File: config.mk
export PLATFORM = sky130hd
export DESIGN_NAME = ps2_mouse_ctrl
export DESIGN_NICKNAME = d
export VERILOG_FILES = /design/src/rtl/ps2_pkg.sv /design/src/rtl/ps2_timeout_counter.sv /design/src/rtl/ps2_mouse_ctrl.sv
export SDC_FILE = /design/constraint.sdc
export NUM_CORES = 1
export LEC_CHECK = 0
export CAP_MARGIN = 20
export CORE_MARGIN = 2
export CORE_UTILIZATION = 35
export DETAILED_ROUTE_END_ITERATION = 6
export PLACE_DENSITY_LB_ADDON = 0.3
export SLEW_MARGIN = 20
export SYNTH_ARGS = -nofsm -noshare
export SYNTH_HDL_FRONTEND = slang
export SYNTH_SLANG_ARGS = --single-unit
File: constraint.sdc
create_clock -name clk -period 6.5 [get_ports clk]
set_input_delay 0.65 -clock clk [delete_from_list [all_inputs] [get_ports clk]]
set_output_delay 0.65 -clock clk [all_outputs]
set_load 0.01 [all_outputs]
File: src/rtl/ps2_pkg.sv
// Shared constants and FSM state type for the PS/2 mouse controller.
package ps2_pkg;

  // Host-to-device command bytes
  localparam logic [7:0] CMD_RESET    = 8'hFF;
  localparam logic [7:0] CMD_ENABLE   = 8'hF4;

  // Device-to-host response bytes
  localparam logic [7:0] RSP_ACK      = 8'hFA;
  localparam logic [7:0] RSP_RESEND   = 8'hFE;
  localparam logic [7:0] RSP_BAT_OK   = 8'hAA;
  localparam logic [7:0] RSP_BAT_ERR  = 8'hFC;
  localparam logic [7:0] DEV_ID_MOUSE = 8'h00;

  // Controller FSM states
  typedef enum logic [2:0] {
    RST_SEND = 3'd0,
    RST_ACK  = 3'd1,
    RST_BAT  = 3'd2,
    RST_ID   = 3'd3,
    EN_SEND  = 3'd4,
    EN_ACK   = 3'd5,
    STREAM   = 3'd6,
    FAIL     = 3'd7
  } ps2_state_e;

endpackage

File: src/rtl/ps2_timeout_counter.sv
// Loadable down-counter; expired is high while the count sits at zero.
// The counter stops at zero instead of wrapping.
module ps2_timeout_counter #(
  parameter int unsigned WIDTH = 8
) (
  input  logic             clk,
  input  logic             reset_n,
  input  logic             load,
  input  logic [WIDTH-1:0] load_val,
  output logic             expired
);

  logic [WIDTH-1:0] cnt_q;

  // Load has priority; otherwise count down and hold at zero
  always_ff @(posedge clk or negedge reset_n) begin
    if (!reset_n) begin
      cnt_q <= '0;
    end else if (load) begin
      cnt_q <= load_val;
    end else if (cnt_q != '0) begin
      cnt_q <= cnt_q - WIDTH'(1);
    end
  end

  assign expired = (cnt_q == '0);

endmodule

File: src/rtl/ps2_mouse_ctrl.sv
// PS/2 mouse controller: runs the reset/enable init sequence with retries,
// then assembles 3-byte stream packets with sync and inter-byte gap checks.
//
// Handshakes: rx_valid is a one-cycle strobe qualifying rx_data (no
// back-pressure). tx_start is a one-cycle request issued only when tx_busy
// is low; tx_done is a one-cycle strobe marking the end of that transfer.
// packet_done is a one-cycle strobe; packet1..3 are valid from that cycle
// and hold until the next strobe.
import ps2_pkg::*;

module ps2_mouse_ctrl #(
  parameter int unsigned RESP_TIMEOUT = 50_000_000,
  parameter int unsigned GAP_TIMEOUT  = 200_000,
  parameter int unsigned MAX_RETRY    = 3
) (
  input  logic       clk,
  input  logic       reset_n,
  input  logic [7:0] rx_data,
  input  logic       rx_valid,
  input  logic       tx_busy,
  input  logic       tx_done,
  output logic [7:0] tx_data,
  output logic       tx_start,
  output logic       packet_done,
  output logic [7:0] packet1,
  output logic [7:0] packet2,
  output logic [7:0] packet3,
  output logic       init_done,
  output logic       init_error
);

  localparam int RW = $clog2(RESP_TIMEOUT + 1);
  localparam int GW = $clog2(GAP_TIMEOUT + 1);
  localparam int CW = $clog2(MAX_RETRY + 1);

  ps2_state_e      state_q, state_d;
  logic [CW-1:0]   retry_q, retry_d, retry_inc;
  logic            sent_q, sent_d;
  logic [7:0]      tx_data_q, tx_data_d;
  logic            tx_start_q, tx_start_d;
  logic [1:0]      idx_q, idx_d, cur_idx;
  logic [7:0]      b0_q, b0_d, b1_q, b1_d;
  logic [7:0]      p1_q, p1_d, p2_q, p2_d, p3_q, p3_d;
  logic            done_q, done_d;
  logic            resp_load, gap_load, fail_evt;
  logic            resp_expired, gap_expired;

  ps2_timeout_counter #(.WIDTH(RW)) u_resp_timer (
    .clk      (clk),
    .reset_n  (reset_n),
    .load     (resp_load),
    .load_val (RW'(RESP_TIMEOUT)),
    .expired  (resp_expired)
  );

  ps2_timeout_counter #(.WIDTH(GW)) u_gap_timer (
    .clk      (clk),
    .reset_n  (reset_n),
    .load     (gap_load),
    .load_val (GW'(GAP_TIMEOUT)),
    .expired  (gap_expired)
  );

  assign retry_inc = retry_q + CW'(1);

  // Next-state logic for the init sequence and stream packet assembly
  always_comb begin
    state_d    = state_q;
    retry_d    = retry_q;
    sent_d     = sent_q;
    tx_data_d  = tx_data_q;
    tx_start_d = 1'b0;
    idx_d      = idx_q;
    b0_d       = b0_q;
    b1_d       = b1_q;
    p1_d       = p1_q;
    p2_d       = p2_q;
    p3_d       = p3_q;
    done_d     = 1'b0;
    resp_load  = 1'b0;
    gap_load   = 1'b0;
    fail_evt   = 1'b0;
    // A stale partial packet is dropped before the current byte is judged
    cur_idx    = (gap_expired && idx_q != 2'd0) ? 2'd0 : idx_q;

    case (state_q)
      RST_SEND, EN_SEND: begin
        if (!sent_q) begin
          if (!tx_busy) begin
            tx_start_d = 1'b1;
            tx_data_d  = (state_q == RST_SEND) ? CMD_RESET : CMD_ENABLE;
            sent_d     = 1'b1;
          end
        end else if (tx_done) begin
          sent_d    = 1'b0;
          resp_load = 1'b1;
          state_d   = (state_q == RST_SEND) ? RST_ACK : EN_ACK;
        end
      end
      RST_ACK, EN_ACK: begin
        if (rx_valid && rx_data == RSP_ACK) begin
          resp_load = (state_q == RST_ACK);
          state_d   = (state_q == RST_ACK) ? RST_BAT : STREAM;
        end else if ((rx_valid && (rx_data == RSP_RESEND || rx_data == RSP_BAT_ERR))
                     || resp_expired) begin
          fail_evt = 1'b1;
        end
      end
      RST_BAT: begin
        if (rx_valid && rx_data == RSP_BAT_OK) begin
          resp_load = 1'b1;
          state_d   = RST_ID;
        end else if ((rx_valid && (rx_data == RSP_RESEND || rx_data == RSP_BAT_ERR))
                     || resp_expired) begin
          fail_evt = 1'b1;
        end
      end
      RST_ID: begin
        if (rx_valid) begin
          if (rx_data == DEV_ID_MOUSE) state_d = EN_SEND;
          else                         fail_evt = 1'b1;
        end else if (resp_expired) begin
          fail_evt = 1'b1;
        end
      end
      STREAM: begin
        idx_d = cur_idx;
        if (rx_valid) begin
          case (cur_idx)
            2'd0: begin
              if (rx_data[3]) begin
                b0_d     = rx_data;
                idx_d    = 2'd1;
                gap_load = 1'b1;
              end
            end
            2'd1: begin
              b1_d     = rx_data;
              idx_d    = 2'd2;
              gap_load = 1'b1;
            end
            2'd2: begin
              p1_d     = b0_q;
              p2_d     = b1_q;
              p3_d     = rx_data;
              done_d   = 1'b1;
              idx_d    = 2'd0;
              gap_load = 1'b1;
            end
            default: idx_d = 2'd0;
          endcase
        end
      end
      FAIL: begin
        state_d = FAIL;
      end
      default: state_d = RST_SEND;
    endcase

    if (fail_evt) begin
      retry_d = retry_inc;
      sent_d  = 1'b0;
      state_d = (retry_inc == CW'(MAX_RETRY)) ? FAIL : RST_SEND;
    end
  end

  // State and output registers
  always_ff @(posedge clk or negedge reset_n) begin
    if (!reset_n) begin
      state_q    <= RST_SEND;
      retry_q    <= '0;
      sent_q     <= 1'b0;
      tx_data_q  <= 8'h00;
      tx_start_q <= 1'b0;
      idx_q      <= 2'd0;
      b0_q       <= 8'h00;
      b1_q       <= 8'h00;
      p1_q       <= 8'h00;
      p2_q       <= 8'h00;
      p3_q       <= 8'h00;
      done_q     <= 1'b0;
    end else begin
      state_q    <= state_d;
      retry_q    <= retry_d;
      sent_q     <= sent_d;
      tx_data_q  <= tx_data_d;
      tx_start_q <= tx_start_d;
      idx_q      <= idx_d;
      b0_q       <= b0_d;
      b1_q       <= b1_d;
      p1_q       <= p1_d;
      p2_q       <= p2_d;
      p3_q       <= p3_d;
      done_q     <= done_d;
    end
  end

  assign tx_data     = tx_data_q;
  assign tx_start    = tx_start_q;
  assign packet_done = done_q;
  assign packet1     = p1_q;
  assign packet2     = p2_q;
  assign packet3     = p3_q;
  assign init_done   = (state_q == STREAM);
  assign init_error  = (state_q == FAIL);

endmodule

Word-level counts from Yosys, hierarchy flattened

Index checks and enable logic that the tools add are counted.

$add $sub $neg: 3
Equality and inequality tests: 20
Mux-type cells: 46
Bitwise gates (word level): 2
Reductions and logical operators: 26

Operators with widths:

| operator                                            | count |
|---|---|
| 2-to-1 mux 26 bit                                   | 2 |
| 2-to-1 mux 18 bit                                   | 2 |
| == test 8 bit (second input constant)               | 4 |
| 2-to-1 mux 3 bit                                    | 10 |
| zero test 26 bit                                    | 1 |
| nonzero test 26 bit                                 | 1 |
| subtractor 26 x 1 -> 26 bit (second input constant) | 1 |
| 2-to-1 mux 1 bit                                    | 23 |
| zero test 18 bit                                    | 1 |
| inequality test 3 bit (second input constant)       | 6 |
| nonzero test 18 bit                                 | 1 |
| subtractor 18 x 1 -> 18 bit (second input constant) | 1 |
| case mux 3 bit (5 select lines)                     | 1 |
| == test 3 bit (second input constant)               | 4 |
| AND reduction 3 bit                                 | 3 |
| zero test 8 bit                                     | 1 |
| nonzero test 2 bit                                  | 4 |
| AND reduction 7 bit                                 | 1 |
| == test 3 x 2 -> 1 bit (second input constant)      | 2 |
| 2-to-1 mux 2 bit                                    | 3 |
| case mux 1 bit (3 select lines)                     | 2 |
| nonzero test 6 bit                                  | 1 |
| OR reduction 2 bit                                  | 3 |
| == test 2 bit (second input constant)               | 2 |
| 12 further kinds                                    | 17 |

Flip-flop bits (word level): 102
Bits of input ports: 13
Output and inout bits: 36
Word-level logic and storage cells: 111

Logic depth before layout (Yosys ltp)

Depth in word-level cells: 9
Depth in mapped cells: 11
Mapped depth without buffers: 9

Cells and area by module

A second synthesis with hierarchy kept.

Cells, all modules: 476
Area, all modules: 4976.0 µm²

Modules (own cells, without submodules):

| module                              | times used | cells each | area an instance (µm²) | sequential area each (µm²) |
|---|---|---|---|---|
| ps2_mouse_ctrl                      | 1          | 181        | 2317.2                 | 1301.2 |
| ps2_timeout_counter at u_resp_timer | 1          | 168        | 1517.7                 | 650.6 |
| ps2_timeout_counter at u_gap_timer  | 1          | 127        | 1141.1                 | 450.4 |

Worst setup path before layout

OpenSTA, ideal clock, no wires.

Kind: flip-flop to flip-flop
Start: register u_gap_timer.cnt_q[6]
End: register p1_q[0], in the netlist packet1[0]
Library setup time: 125 ps
Arrival time: 3282 ps
Data required time: 6375 ps
Path slack: 3093 ps
Stages on the path, launching flop included: 12
Buffers on the path: 3
Clock period less this slack: 3407 ps
Path through: dfrtp_1 or4_4 or4_4 buf_6 or3_1 buf_6 nand2_1 inv_1 ha_1 nand2_1 clkbuf_1 mux2_2

Longest elaborated chain between the ends: 5

Ends and longest elaborated chain:

| item                          | line                      | RTL |
|---|---|---|
| from (decl)                   | ps2_timeout_counter.sv:13 | `logic [WIDTH-1:0] cnt_q;` |
| from (signal assigned)        | ps2_timeout_counter.sv:20 | `cnt_q <= load_val;` |
| from (signal assigned)        | ps2_timeout_counter.sv:22 | `cnt_q <= cnt_q - WIDTH'(1);` |
| zero test 18 bit              | ps2_timeout_counter.sv:26 | `assign expired = (cnt_q == '0);` |
| logical AND 1 bit             | ps2_mouse_ctrl.sv:84      | `cur_idx = (gap_expired && idx_q != 2'd0) ? 2'd0 : idx_q;` |
| 2-to-1 mux 2 bit              | ps2_mouse_ctrl.sv:84      |  |
| == test 2 bit                 | ps2_mouse_ctrl.sv:129     | `case (cur_idx)` |
| AND reduction 3 bit (no line) | --                        |  |
| to (signal assigned)          | ps2_mouse_ctrl.sv:191     | `p1_q <= p1_d;` |
| to (decl)                     | ps2_mouse_ctrl.sv:43      | `logic [7:0] p1_q, p1_d, p2_q, p2_d, p3_q, p3_d;` |

No other way between the ends.
A chain may end at the register's enable or synchronous reset.

Worst setup path in the final report

Start: register u_gap_timer.cnt_q[6]
End: register p3_q[0], in the netlist packet3[0]

Longest elaborated chain between the ends: 5

Ends and longest elaborated chain:

| item                          | line                      | RTL |
|---|---|---|
| zero test 18 bit              | ps2_timeout_counter.sv:26 |  |
| logical AND 1 bit             | ps2_mouse_ctrl.sv:84      |  |
| 2-to-1 mux 2 bit              | ps2_mouse_ctrl.sv:84      |  |
| == test 2 bit                 | ps2_mouse_ctrl.sv:129     |  |
| AND reduction 3 bit (no line) | --                        |  |
| to (signal assigned)          | ps2_mouse_ctrl.sv:193     | `p3_q <= p3_d;` |
| to (decl)                     | ps2_mouse_ctrl.sv:43      |  |

No other way between the ends.

==> impl_metrics.toml <==
[run_status]
status = "finished, final reports clean"

[floorplan]
core_area_um2 = 13100
num_rows = 42
io_pins = 49
die_area_um2 = 14200
initial_core_util_pct = 35.5
dieWidth_um = 119
die_y_um = 119

[cts]
cts_resized = 0
clock_latency_ns = 0.34
clockBufferDepth = 2
cts_root_buffer = "clkbuf_16"
cts_tree = "done"
clkTransAtPathRegs_ns = 0.06
numClockSinks = 96
numCtsBuffers = 9
ctsHoldBuffers = 0
htreeDepth = 3
cts_setup_buffers = 0

[worst_setup_path]
critical-path-top-delay-family = "simple AND/OR/NAND/NOR gates"
path_class = "reg2reg"
r2r_setup_slack_ns = 2.72
r2r-start = "u_gap_timer.cnt_q[6]"
rr_worst_depth = 8
start_kind = "flip-flop"
cp.arrival_ns = 4.01
cp-end-kind = "flip-flop"
crit_chain = "or4_4 -> or4_4 -> or3_1 -> nand2_1 -> inv_1 -> ha_1 -> nand2_1 -> mux2_2"
critPathMaxFanout = 25
cp.required_ns = 6.73
r2r-end = "packet3[0]"
max_stage_delay_ns = 0.76
crit_buf_inv = 1
slowest_stage = "nand2_1"

[route]
ant_nets = 0
drc = 0
viasPerCell = 5.12
dr.pass1.iters = 4
drt_iter0_drc = 147
drt-total-wl_um = 9220
vias = 3294
wl_per_cell_um = 14.3

[grt]
first_global_vias = 3321
grt_pass1_wl_um = 15800
grt-ovfl-total = 0
grt_max_degree = 55
antenna_found_initial = 0
grtUsageTotal_pct = 13.9

[placement]
io_buffers = 48
hpwl_um = 6410
post-place-cells = 627
gp_congestion = 0.799

[sta]
fin_skew_ns = 0.00573
rsz0062_at_grt = "false"
worst_slew_pin_slew_ns = 1.05
drv_slew = 0
hold-worst-slack_ns = 0.278
fin_crit_ns = 3.78
fmax_mhz = 265
slew_headroom_pct = 29.8
finalSetupViolCount = 0
tns_ns = 0
post-route-period-util_pct = 58.1
hold_violations = 0

[logic_synthesis]
avgSynthCellArea_um2 = 11.0
syn_area_um2 = 4650
synth-edff-count = 0
ys_seq_area_share_pct = 51.7
yosysWarningCount = 0
syn_inst = 422
synth.distinct_cells = 57
synth-async-reset-ratio_pct = 100
synth_fp_nets = 444
yosys_register_bits = 96
ys.flop_type = "dfrtp_1"

[power]
peakVddDrop_uv = 198
p_per_area_nw_per_um2 = 424
p_leak_nw = 2.26

[cells_and_area]
layout_common_cells = "96 x dfrtp_1, 47 x clkdlybuf4s50_1, 42 x nor2_1"
layoutNonFillerInstCount = 643
layout_commonest_cell = "dfrtp_1"
area_growth_pct = 19.8
antenna_cells = 0
layout.nets = 484
multi_input_area_um2 = 2070
regArea_um2 = 2400
final_layout_size_suffix_gt1_share_pct = 15.6
fill_cells = 1225

[run]
maxCapViolations = 0

[worst_hold_path]
min_path_type = "in2async"
-- worst max path at each step --
stage | startpoint | depth (start not counted) | slack [ns] | end
global route | u_gap_timer.cnt_q[6] | 8 | 2.53 | packet2[4]
CTS | u_gap_timer.cnt_q[6] | 8 | 2.68 | packet1[0]
detailed placement | u_gap_timer.cnt_q[6] | 8 | 2.68 | packet1[0]
floorplan | u_gap_timer.cnt_q[6] | 11 | 3.09 | packet1[0]
global placement | u_gap_timer.cnt_q[6] | 8 | 2.75 | packet2[6]
finish | u_gap_timer.cnt_q[6] | 8 | 2.72 | packet3[0]
-- state kept, by name (all words and copies together) (netlist names) --
name and count:
u_resp_timer.cnt_q 26, u_gap_timer.cnt_q 18, b0_q 8, b1_q 8, packet1 8, packet2 8
packet3 8, state_q 3, idx_q 2, retry_q 2, tx_data 2, packet_done 1
sent_q 1, tx_start 1
-- cells in the mapped netlist, drive strengths merged (4+ instances only) --
master / number / area (µm²)
a21oi: 10 / 65.1
o31ai: 4 / 30.0
mux2: 41 / 462
xor2: 16 / 140
nor2b: 4 / 25.0
buf: 11 / 81.3
xnor2: 10 / 87.6
nor4: 7 / 43.8
clkbuf: 11 / 41.3
nor3: 17 / 90.1
ha: 9 / 113
mux2i: 5 / 50.1
nand2: 25 / 101
nand3: 20 / 100
a211oi: 5 / 37.5
or4: 7 / 60.1
nor2: 42 / 158
or3: 11 / 68.8
o21ai: 12 / 60.1
nand4: 7 / 43.8
inv: 14 / 52.6
dfrtp: 96 / 2400
-- final cells by class --
cell class / count / area share [%]
sequential: 96 / 43.1
clock inverter: 5 / 1.44
timing repair buffer: 51 / 8.99
tap: 176 / 3.95
multi-input combinational: 290 / 37.2
clock buffer: 11 / 4.36
inverter: 14 / 0.944
-- stage by stage --
stage                     total power [W]  util [%]  setup WS, ns  area, µm²
after CTS                         0.00239      42.6          2.68       5570
after detailed placement          0.00182      40.1          2.68       5250
after floorplan                   0.00150         -          3.09       4650
after global placement            0.00179      40.1          2.75       5250
after global routing              0.00252      42.6          2.53       5570
final                             0.00236      42.6          2.72       5570
-- worst reg2reg max path: stages (launching register included) --
cell and delay [ns]:
dfrtp_1 0.40, or4_4 0.57, or4_4 0.62, or3_1 0.45, nand2_1 0.16, inv_1 0.08
ha_1 0.18, nand2_1 0.76, mux2_2 0.43
-- routing by layer --
layer  global-route usage (%)  share of wire [%]
met2                     23.0                 49
met3                     4.21                3.9
met5                        0                  0
met1                     17.6                 46
met4                     4.09                1.1
-- power by group --
group / leakage [nW] / internal (W) / switching, W / total, W
logic: 0.954 / 0.000429 / 0.000378 / 0.000807
clock network: 0.152 / 0.000347 / 0.000216 / 0.000563
registers: 1.16 / 0.000813 / 0.000178 / 0.000991
-- logic make-up after synthesis --
group | share of synthesized area [%]
buffers and inverters | 3.77
adders and majority gates | 2.42
muxes | 11.0
AOI/OAI and AO/OA | 8.61
and+or+nand+nor | 17.6
DFF | 51.7
xor gates and xnor gates | 4.90
Power figures use the tool's default switching activity.
